===== config.mk =====
export PLATFORM = sky130hd
export DESIGN_NAME = seg_glyph_receiver
export DESIGN_NICKNAME = d
export VERILOG_FILES = /design/src/rtl/seg_glyph_receiver.sv
export SDC_FILE = /design/constraint.sdc
export NUM_CORES = 1
export LEC_CHECK = 0
export ABC_AREA = 1
export BUFFER_PORTS_ARGS = -buffer_cell sky130_fd_sc_hd__buf_2
export CAP_MARGIN = 15
export CORE_MARGIN = 8
export CORE_UTILIZATION = 30
export DETAILED_ROUTE_END_ITERATION = 8
export GPL_TIMING_DRIVEN = 0
export MAX_ROUTING_LAYER = met4
export PLACE_DENSITY = 0.44
export SYNTH_ARGS = -nofsm -noshare
export SYNTH_HDL_FRONTEND = slang
export SYNTH_SLANG_ARGS = --single-unit

===== constraint.sdc =====
create_clock -name clk -period 2.5 [get_ports clk]
set_input_delay 0.5 -clock clk [delete_from_list [all_inputs] [get_ports clk]]
set_output_delay 0.5 -clock clk [all_outputs]
set_load 0.05 [all_outputs]

===== src/rtl/seg_glyph_receiver.sv =====
// seg_glyph_receiver: receiving end of the seven-segment HELLO/RPOG link.
// Synchronizes the segment bus and its active-low decimal (flash) line, accepts
// a glyph once it has been lit and steady for STABLE_CYCLES samples, decodes it,
// and tracks the glyph stream with a word FSM that pulses on HELLO / RPOG.
// Optional build macro: SEG_ACTIVE_LOW_EN (common-anode pins, inverted at entry).

`default_nettype none

module seg_glyph_receiver #(
    parameter int unsigned STABLE_CYCLES  = 4,
    parameter int unsigned TIMEOUT_CYCLES = 131071
) (
    input  logic       clk,
    input  logic       rst,
    input  logic [6:0] segments,
    input  logic       decimal,
    output logic [2:0] glyph_code,
    output logic       glyph_valid,
    output logic       glyph_err,
    output logic       word_hello,
    output logic       word_rpog,
    output logic [7:0] word_count
);

    localparam int unsigned STAB_MAX = (STABLE_CYCLES > 0) ? STABLE_CYCLES - 1 : 0;
    localparam int unsigned STAB_W   = (STAB_MAX < 2) ? 1 : $clog2(STAB_MAX + 1);
    localparam int unsigned TO_W     = (TIMEOUT_CYCLES < 2) ? 1 : $clog2(TIMEOUT_CYCLES + 1);

    localparam logic [2:0] CODE_H   = 3'd0;
    localparam logic [2:0] CODE_E   = 3'd1;
    localparam logic [2:0] CODE_L   = 3'd2;
    localparam logic [2:0] CODE_O   = 3'd3;
    localparam logic [2:0] CODE_R   = 3'd4;
    localparam logic [2:0] CODE_P   = 3'd5;
    localparam logic [2:0] CODE_G   = 3'd6;
    localparam logic [2:0] CODE_UNK = 3'd7;

    typedef enum logic [2:0] {
        S_IDLE = 3'd0,
        S_H1   = 3'd1,
        S_HE   = 3'd2,
        S_HEL  = 3'd3,
        S_HELL = 3'd4,
        S_R1   = 3'd5,
        S_RP   = 3'd6,
        S_RPO  = 3'd7
    } word_state_e;

    // Exact-match glyph table; anything else lit is unknown.
    function automatic logic [2:0] decode(input logic [6:0] seg);
        logic [2:0] code;
        case (seg)
            7'b1110100: code = CODE_H;
            7'b1111001: code = CODE_E;
            7'b0111000: code = CODE_L;
            7'b0111111: code = CODE_O;
            7'b1010000: code = CODE_R;
            7'b1110011: code = CODE_P;
            7'b1111101: code = CODE_G;
            default:    code = CODE_UNK;
        endcase
        return code;
    endfunction

    // A mismatching glyph may still start a new word.
    function automatic word_state_e restart(input logic [2:0] code);
        word_state_e st;
        if (code == CODE_H) begin
            st = S_H1;
        end else if (code == CODE_R) begin
            st = S_R1;
        end else begin
            st = S_IDLE;
        end
        return st;
    endfunction

    logic [6:0] seg_pin;
    logic       dp_pin;

`ifdef SEG_ACTIVE_LOW_EN
    // Common-anode display: normalize to active-high segments, active-low flash.
    assign seg_pin = ~segments;
    assign dp_pin  = ~decimal;
`else
    assign seg_pin = segments;
    assign dp_pin  = decimal;
`endif

    logic [6:0]        seg_meta_q, seg_sync_q, seg_prev_q;
    logic              dp_meta_q, dp_sync_q;
    logic [STAB_W-1:0] stab_cnt_q, stab_cnt_d;
    logic              armed_q, armed_d;
    logic              lit;
    logic              accept;
    logic [2:0]        dec_code;

    logic [2:0]        glyph_code_q;
    logic              glyph_valid_q, glyph_err_q;

    word_state_e       state_q;
    logic [TO_W-1:0]   to_cnt_q;
    logic              word_hello_q, word_rpog_q;
    logic [7:0]        word_count_q;

    // Two-flop synchronizers; flash line resets to the blank level.
    always_ff @(posedge clk or posedge rst) begin
        if (rst) begin
            seg_meta_q <= '0;
            seg_sync_q <= '0;
            seg_prev_q <= '0;
            dp_meta_q  <= 1'b1;
            dp_sync_q  <= 1'b1;
        end else begin
            seg_meta_q <= seg_pin;
            seg_sync_q <= seg_meta_q;
            seg_prev_q <= seg_sync_q;
            dp_meta_q  <= dp_pin;
            dp_sync_q  <= dp_meta_q;
        end
    end

    // Stability counting, accept decision and re-arm on blank.
    always_comb begin
        stab_cnt_d = '0;
        armed_d    = armed_q;
        lit        = (dp_sync_q == 1'b0) && (seg_sync_q != 7'd0);
        dec_code   = decode(seg_sync_q);

        if (lit && (seg_sync_q == seg_prev_q)) begin
            if (stab_cnt_q == STAB_W'(STAB_MAX)) begin
                stab_cnt_d = stab_cnt_q;
            end else begin
                stab_cnt_d = stab_cnt_q + STAB_W'(1);
            end
        end

        accept = armed_q && lit && (stab_cnt_d == STAB_W'(STAB_MAX));

        if (accept) begin
            armed_d = 1'b0;
        end else if (!lit) begin
            armed_d = 1'b1;
        end
    end

    // Stability/arm state and registered glyph outputs.
    always_ff @(posedge clk or posedge rst) begin
        if (rst) begin
            stab_cnt_q    <= '0;
            armed_q       <= 1'b1;
            glyph_code_q  <= CODE_H;
            glyph_valid_q <= 1'b0;
            glyph_err_q   <= 1'b0;
        end else begin
            stab_cnt_q    <= stab_cnt_d;
            armed_q       <= armed_d;
            glyph_valid_q <= accept;
            glyph_err_q   <= accept && (dec_code == CODE_UNK);
            if (accept) begin
                glyph_code_q <= dec_code;
            end
        end
    end

    // Word FSM with inactivity timeout; a glyph on the timeout cycle wins.
    always_ff @(posedge clk or posedge rst) begin
        if (rst) begin
            state_q      <= S_IDLE;
            to_cnt_q     <= '0;
            word_hello_q <= 1'b0;
            word_rpog_q  <= 1'b0;
            word_count_q <= '0;
        end else begin
            word_hello_q <= 1'b0;
            word_rpog_q  <= 1'b0;

            if (glyph_valid_q) begin
                to_cnt_q <= '0;
                case (state_q)
                    S_IDLE: state_q <= restart(glyph_code_q);
                    S_H1:   state_q <= (glyph_code_q == CODE_E) ? S_HE   : restart(glyph_code_q);
                    S_HE:   state_q <= (glyph_code_q == CODE_L) ? S_HEL  : restart(glyph_code_q);
                    S_HEL:  state_q <= (glyph_code_q == CODE_L) ? S_HELL : restart(glyph_code_q);
                    S_HELL: begin
                        if (glyph_code_q == CODE_O) begin
                            state_q      <= S_IDLE;
                            word_hello_q <= 1'b1;
                            word_count_q <= word_count_q + 8'd1;
                        end else begin
                            state_q <= restart(glyph_code_q);
                        end
                    end
                    S_R1:   state_q <= (glyph_code_q == CODE_P) ? S_RP  : restart(glyph_code_q);
                    S_RP:   state_q <= (glyph_code_q == CODE_O) ? S_RPO : restart(glyph_code_q);
                    S_RPO: begin
                        if (glyph_code_q == CODE_G) begin
                            state_q      <= S_IDLE;
                            word_rpog_q  <= 1'b1;
                            word_count_q <= word_count_q + 8'd1;
                        end else begin
                            state_q <= restart(glyph_code_q);
                        end
                    end
                    default: state_q <= S_IDLE;
                endcase
            end else if (state_q != S_IDLE) begin
                if (to_cnt_q == TO_W'(TIMEOUT_CYCLES - 1)) begin
                    state_q  <= S_IDLE;
                    to_cnt_q <= '0;
                end else begin
                    to_cnt_q <= to_cnt_q + TO_W'(1);
                end
            end else begin
                to_cnt_q <= '0;
            end
        end
    end

    assign glyph_code  = glyph_code_q;
    assign glyph_valid = glyph_valid_q;
    assign glyph_err   = glyph_err_q;
    assign word_hello  = word_hello_q;
    assign word_rpog   = word_rpog_q;
    assign word_count  = word_count_q;

endmodule

`default_nettype wire


==> summary.txt, run 1 <==
Outcome
  – Status: complete, no violations

Pwr
  – Pwr/cell area: 617 mW/mm2
  – Comb power frac: 0.031
  – Leakage: 1.65 nW
  – Sw Pwr: 463 uW
  – Power Total: 2.06 mW
  – Clock share of power: 0.474
  – Int Power: 1.59 mW
  – Net Sw Frac: 0.225
  – Peak VDD IR: 0.000283 V
  – Seq pwr share: 0.495

Clock network
  – Clock Latency Late Sink: 0.33 ns
  – CTS Hold Bufs: 0
  – Clock sink total: 61
  – CTS Buf Count: 9
  – Post-CTS Setup Inserts: 0
  – Maximum clock path buffer count: 2
  – Clock Pin Slew Worst Setup and Hold Paths: 0.07 ns
  – CTS tree: yes
  – H-tree lvl count: 3
  – # resized after CTS: 0
  – Clk root buf: clkbuf_8

Critical path
  – Crit-path cells: buf_2
  – CP peak stage delay: 0.46 ns
  – Reg2Reg Capture Point: word_count[1]
  – FF-to-FF path depth: 6
  – Crit end category: output port
  – Worst path buffer plus inverter count: 1
  – Worst path top cell family by delay: flip-flops
  – WP data arrival: 1.10 ns
  – Worst-path maximum fanout: 6
  – CP max-delay cell: dfrtp_1
  – Crit path from: glyph_valid
  – Worst Setup Path Type: register to output port
  – R2R Path Start: glyph_code[2]
  – CP endpoint: glyph_valid
  – Reg-to-reg slack, setup: 0.99 ns
  – Startpoint types: register
  – Critical Path RT: 2.00 ns
  – Critical Path Stages: 1

Timing
  – Slew @ Worst Pin: 0.485 ns
  – Max_slew headroom: 0.676
  – Max Fclk: 0.624 GHz
  – RSZ-0062 raised after global routing: false
  – Skew final: 0.00694 ns
  – Final setup vio count: 0
  – WHS: 0.181 ns
  – Final min period: 1.60 ns
  – Final Hold Vio Count: 0
  – Crit share post-route: 0.641
  – Count of pins over their slew limit: 0

GRT
  – Busiest metal layer after global routing: met2
  – Initial antenna violation count: 0
  – Met1 Track Usage GR: 0.115
  – Global-route wire length before repair: 9.00 mm
  – Met3 Use GR: 0.0261
  – M2 GR Usage: 0.123
  – GRT overflow: 0
  – Gr usage total: 0.0905
  – Vias in the first global route: 1991
  – Largest net degree at the start of global routing: 40

Floorplan
  – Die height: 113 um
  – Rows: 35
  – Total core area: 0.00920 mm2
  – Io pins: 25
  – Die ar.: 0.0128 mm2
  – Die width: 113 um
  – Starting density of the core: 0.308

Routing
  – Post-route ant nets: 0
  – 1st-pass router iterations: 4
  – Total number of vias: 2047
  – Routed Wire Length: 5.21 mm
  – Remaining DRCs: 0
  – WL per Instance: 11.3 um
  – Post-DR vias/cell: 4.45
  – Iteration-0 DRC Markers: 72

Place
  – Area after DPL: 0.00311 mm2
  – Placer congestion estimate: 0.810
  – HPWL Detailed: 3.79 mm
  – Number of port buffers: 24
  – Placed cell count: 444

Cells and area
  – Most frequent cells in the layout: 58 x dfrtp_1, 56 x nand2_1, 41 x inv_1
  – Commonest non-fill, non-tap cell in the layout: dfrtp_1
  – Finished Core Util: 0.363
  – Area grow syn2layout: 17.7%
  – # fillers: 935
  – Layout cells sized above 1: 0.226
  – Fin cells: 460
  – Multi-input logic area: 0.00113 mm2
  – Fin nets: 357
  – Final Instance Area: 0.00333 mm2
  – Register area: 0.00153 mm2
  – Inserted Diodes: 0

Logic synthesis
  – Async SR Flop Fraction: 1.00
  – Post-Syn Area: 0.00283 mm2
  – Syn_nets: 321
  – EDFF count, synth: 0
  – Register area share after synthesis: 0.540
  – Yosys Warn Count: 0
  – Syn avg cell area: 9.20 um2
  – Netlist cell types: 30
  – Main synth FF type: dfrtp_1
  – Synth Register Bits: 61
  – Synth Instances: 308

Worst hold path
  – Worst hold path type: input pin to async pin

Flow run
  – Max_cap viols: 0
-- worst min-delay path by stage --
| stage | from | endpoint | slack [ns] | cells after the start |
|---|---|---|---|---|
| finish | rst | seg_meta_q[0] | 0.18 | 2 |
| global route | rst | seg_meta_q[1] | 0.21 | 2 |
| CTS | rst | seg_meta_q[0] | 0.18 | 2 |
| detailed placement | seg_meta_q[3] | seg_sync_q[3] | 0.34 | 0 |
| global placement | seg_meta_q[5] | seg_sync_q[5] | 0.33 | 0 |
| floorplan | seg_meta_q[0] | seg_sync_q[0] | 0.33 | 0 |
-- layout make-up --
class                           instances  area share
Buffer                                  1     0.00450
Inverter                               42      0.0473
Clock inverter                          7      0.0296
Clock buffer                            9      0.0371
Timing Repair Buffer                   25      0.0420
Tap cell                              111      0.0417
Multi-Input combinational cell        204       0.339
Sequential cell                        61       0.459
-- metal layers --
layer / vias to the layer above / part of all wire
met3: 9 / 0.039
met2: 29 / 0.42
met1: 959 / 0.52
li1: 1050 / -
met5: - / 0
met4: 0 / 0.023
-- flip-flops by register name, summed over array words and instances (netlist names), 2 cells and up --
| register | flops |
|---|---|
| state_q | 3 |
| word_count | 8 |
| seg_meta_q | 7 |
| stab_cnt_q | 2 |
| seg_sync_q | 7 |
| glyph_code | 3 |
| seg_prev_q | 7 |
| to_cnt_q | 17 |
-- power groups by stage --
stage | sequential [mW] | clock [mW] | combinational [mW]
6_report | 1.02 | 0.975 | 0.0632
5_1_grt | 1.02 | 1.06 | 0.0752
4_1_cts | 1.02 | 1.02 | 0.0665
3_5_place_dp | 1.04 | 0 | 0.0665
3_3_place_gp | 1.04 | 0 | 0.0617
2_1_floorplan | 1.04 | 0 | 0.0436
-- through the flow --
step	setup slack, ns	TNS, ns
after floorplan	0.492	0
after global placement	-0.373	-21.41
after detailed placement	0.972	0
after CTS	0.876	0
after global routing	0.828	0
final	0.898	0
-- cells by family after synthesis --
group | synth area share
AO/OA/AOI/OAI | 0.0371
XOR/XNOR | 0.0587
adder cells (fa/ha/maj) | 0.0133
buffers and inverters | 0.0610
flip-flops | 0.540
multiplexers | 0.00397
AND/OR/NAND/NOR | 0.286
-- synthesized netlist by cell type (2+ instances only) --
cell type  instances  area share
a21oi_1            7       0.012
and3_1             2      0.0044
dfrtp_1           58        0.51
dfstp_2            3       0.028
ha_1               3       0.013
inv_1             42       0.056
nand2_1           56       0.074
nand2_2            5       0.011
nand2_4            2      0.0079
nand3_1           18       0.032
nand4_1            9       0.020
nor2_1            35       0.046
nor2_2            17       0.038
nor2_4             3       0.012
nor3_1             9       0.016
o21ai_0            8       0.014
xnor2_1           13       0.040
xor2_1             6       0.019
(Power assumes the default switching activity.)
==> inputs of run 2 (changes only) <==
--- a/config.mk
+++ b/config.mk
@@ -13,7 +13,7 @@
 export DETAILED_ROUTE_END_ITERATION = 8
 export GPL_TIMING_DRIVEN = 0
 export MAX_ROUTING_LAYER = met4
-export PLACE_DENSITY = 0.44
+export PLACE_DENSITY = 0.45
 export SYNTH_ARGS = -nofsm -noshare
 export SYNTH_HDL_FRONTEND = slang
 export SYNTH_SLANG_ARGS = --single-unit
==> constraint.sdc (replaced) <==
create_clock -name clk -period 1.3 [get_ports clk]
set_input_delay 0.26 -clock clk [delete_from_list [all_inputs] [get_ports clk]]
set_output_delay 0.26 -clock clk [all_outputs]
set_load 0.05 [all_outputs]
==> summary.txt, run 2 (synthesized netlist as in run 1, its figures left out) <==
Outcome
  – Status: finished, violations left
  – Failing checks: setup timing

Pwr
  – Peak VDD IR: 0.000506 V (+79%)
  – Leakage: 1.85 nW (+12%)
  – Pwr/cell area: 939 mW/mm2 (+52%)
  – Power Total: 3.63 mW (+76%)

Critical path
  – CP peak stage delay: 0.43 ns (-0.03 ns)
  – Startpoint types: register
  – Worst-path maximum fanout: 5 (-1)
  – Reg-to-reg slack, setup: -0.09 ns (-1.08 ns)
  – WP data arrival: 1.63 ns (+0.53 ns)
  – Crit-path cells: ha_2, nand2_2, nor3_2, nand4_1, nor2_1, nor2_1
  – Critical Path RT: 1.54 ns (-0.46 ns)
  – Worst path top cell family by delay: simple AND/OR/NAND/NOR gates
  – Worst Setup Path Type: register to register
  – Worst path buffer plus inverter count: 0 (-1)
  – CP max-delay cell: dfrtp_2
  – Crit end category: register
  – Cell mode on critical path: nor2_1

Cells and area
  – Most frequent cells in the layout: 44 x nand2_1, 44 x dfrtp_1, 32 x inv_1
  – Max reg flops: 17 (unchanged)
  – Final Instance Area: 0.00386 mm2 (+16%)
  – Inserted Diodes: 0 (unchanged)
  – Register area: 0.00155 mm2 (+1.1%)
  – # fillers: 942 (+0.75%)
  – Area grow syn2layout: 36.4%
  – Largest reg by FF count: to_cnt_q
  – Layout cells sized above 1: 0.453 (+0.227)
  – Fin nets: 390 (+9.2%)
  – Multi-input logic area: 0.00137 mm2 (+21%)

Clock network
  – Clk root buf: clkbuf_8
  – CTS tree: yes
  – Clock Pin Slew Worst Setup and Hold Paths: 0.07 ns (about the same)
  – Maximum clock path buffer count: 2 (unchanged)
  – Clock Latency Late Sink: 0.34 ns (about the same)
  – CTS Buf Count: 9 (unchanged)
  – Clock sink total: 61 (unchanged)
  – H-tree lvl count: 3 (unchanged)

Routing
  – Routed Wire Length: 5.68 mm (+8.9%)
  – Iteration-0 DRC Markers: 61 (-15%)
  – WL per Instance: 11.5 um (+1.6%)
  – Remaining DRCs: 0 (unchanged)
  – 1st-pass router iterations: 4 (unchanged)
  – Post-route ant nets: 0 (unchanged)
  – Post-DR vias/cell: 4.40 (-1.1%)
  – Total number of vias: 2170 (+6.0%)

Worst hold path
  – Worst hold path type: input pin to async pin

Timing
  – Max Fclk: 0.717 GHz
  – Slew @ Worst Pin: 0.678 ns (+0.193 ns)
  – Max_slew headroom: 0.547 (-0.129)
  – Final setup vio count: 25 (+25)
  – Count of pins over their slew limit: 0 (unchanged)
  – Crit share post-route: 1.07
  – Fin worst setup slack: -0.0943 ns (-0.992 ns)
  – Setup TNS: -1.52 ns (-1.52 ns)
  – WHS: 0.0166 ns (-0.165 ns)
  – RSZ-0062 raised after global routing: true
  – Final min period: 1.39 ns
  – Skew final: 0.00747 ns (+0.000524 ns)
  – Final Hold Vio Count: 0 (unchanged)

Floorplan
  – Die ar.: 0.0128 mm2 (unchanged)
  – Die height: 113 um (unchanged)
  – Io pins: 25 (unchanged)
  – Total core area: 0.00920 mm2 (unchanged)
  – Die width: 113 um (unchanged)
  – Rows: 35 (unchanged)
  – Starting density of the core: 0.308 (unchanged)

Flow run
  – Max_cap viols: 0 (unchanged)

GRT
  – Global-route wire length before repair: 9.94 mm (+10%)
  – Largest net degree at the start of global routing: 33 (-18%)
  – Gr usage total: 0.0993 (+0.00884)
  – Initial antenna violation count: 0 (unchanged)
  – Vias in the first global route: 2190 (+10%)
  – GRT overflow: 0 (unchanged)

Place
  – Area after DPL: 0.00313 mm2 (+0.60%)
  – HPWL Detailed: 3.83 mm (+1.0%)
  – Number of port buffers: 24 (unchanged)
  – Placer congestion estimate: 0.779 (-3.7%)
==> run 2: cell types whose count changed in the layout (fill, tap and decap cells not counted), sizes merged <==
cell | before | now
buf | 26 | 53
bufinv | 2 | 0
clkbuf | 9 | 14
clkinv | 3 | 2
clkinvlp | 1 | 4
dlygate4sd3 | 0 | 2
inv | 43 | 41
nand2 | 63 | 64
==> run 2: per-layer routing <==
metal / routed length [um] / global-route usage
met1: 2770 / 0.121
met2: 2570 / 0.146
met3: 196 / 0.0250
met4: 145 / 0.0586
met5: 0 / -
==> run 2: repair_timing <==
item	4_1_cts	5_1_grt
hold buffers	0	2
pin swaps	16	11
gates cloned	2	0
setup endpoints to repair	37	40
buffers inserted	17	12
hold endpoints to repair	0	2
gates resized for setup	37	53
==> run 2: cell type report <==
class,count,area share
Clock buffer,11,0.0366
Clock inverter,5,0.00939
Buffer,1,0.00518
Multi-Input combinational cell,205,0.354
Inverter,42,0.0418
Tap cell,111,0.0359
Sequential cell,61,0.400
Timing Repair Buffer,57,0.117
==> run 2: per-stage QoR <==
| stage | worst slack (ns) | utilization | std cells |
|---|---|---|---|
| after floorplan | -0.170 | - | 308 |
| after global placement | -0.225 | 0.338 | 443 |
| after detailed placement | -0.189 | 0.340 | 444 |
| after CTS | -0.0849 | 0.389 | 479 |
| after global routing | -0.218 | 0.420 | 493 |
| final | -0.0943 | 0.420 | 493 |
==> run 2: worst paths after layout <==
check	cells after the start	end	from
max reg2reg	6	to_cnt_q[14]	to_cnt_q[1]
max	6	to_cnt_q[14]	to_cnt_q[1]
min reg2reg	0	seg_sync_q[5]	seg_meta_q[5]
min	2	seg_meta_q[1]	rst
min in group clk	1	seg_meta_q[0]	segments[0]
max in group asynchronous	3	glyph_valid	rst
==> run 2: power breakdown <==
part / switching, mW / internal [mW] / leakage, nW
Combinational: 0.0886 / 0.0600 / 0.993
Sequential: 0.0317 / 1.94 / 0.774
Clock: 0.767 / 0.743 / 0.0815
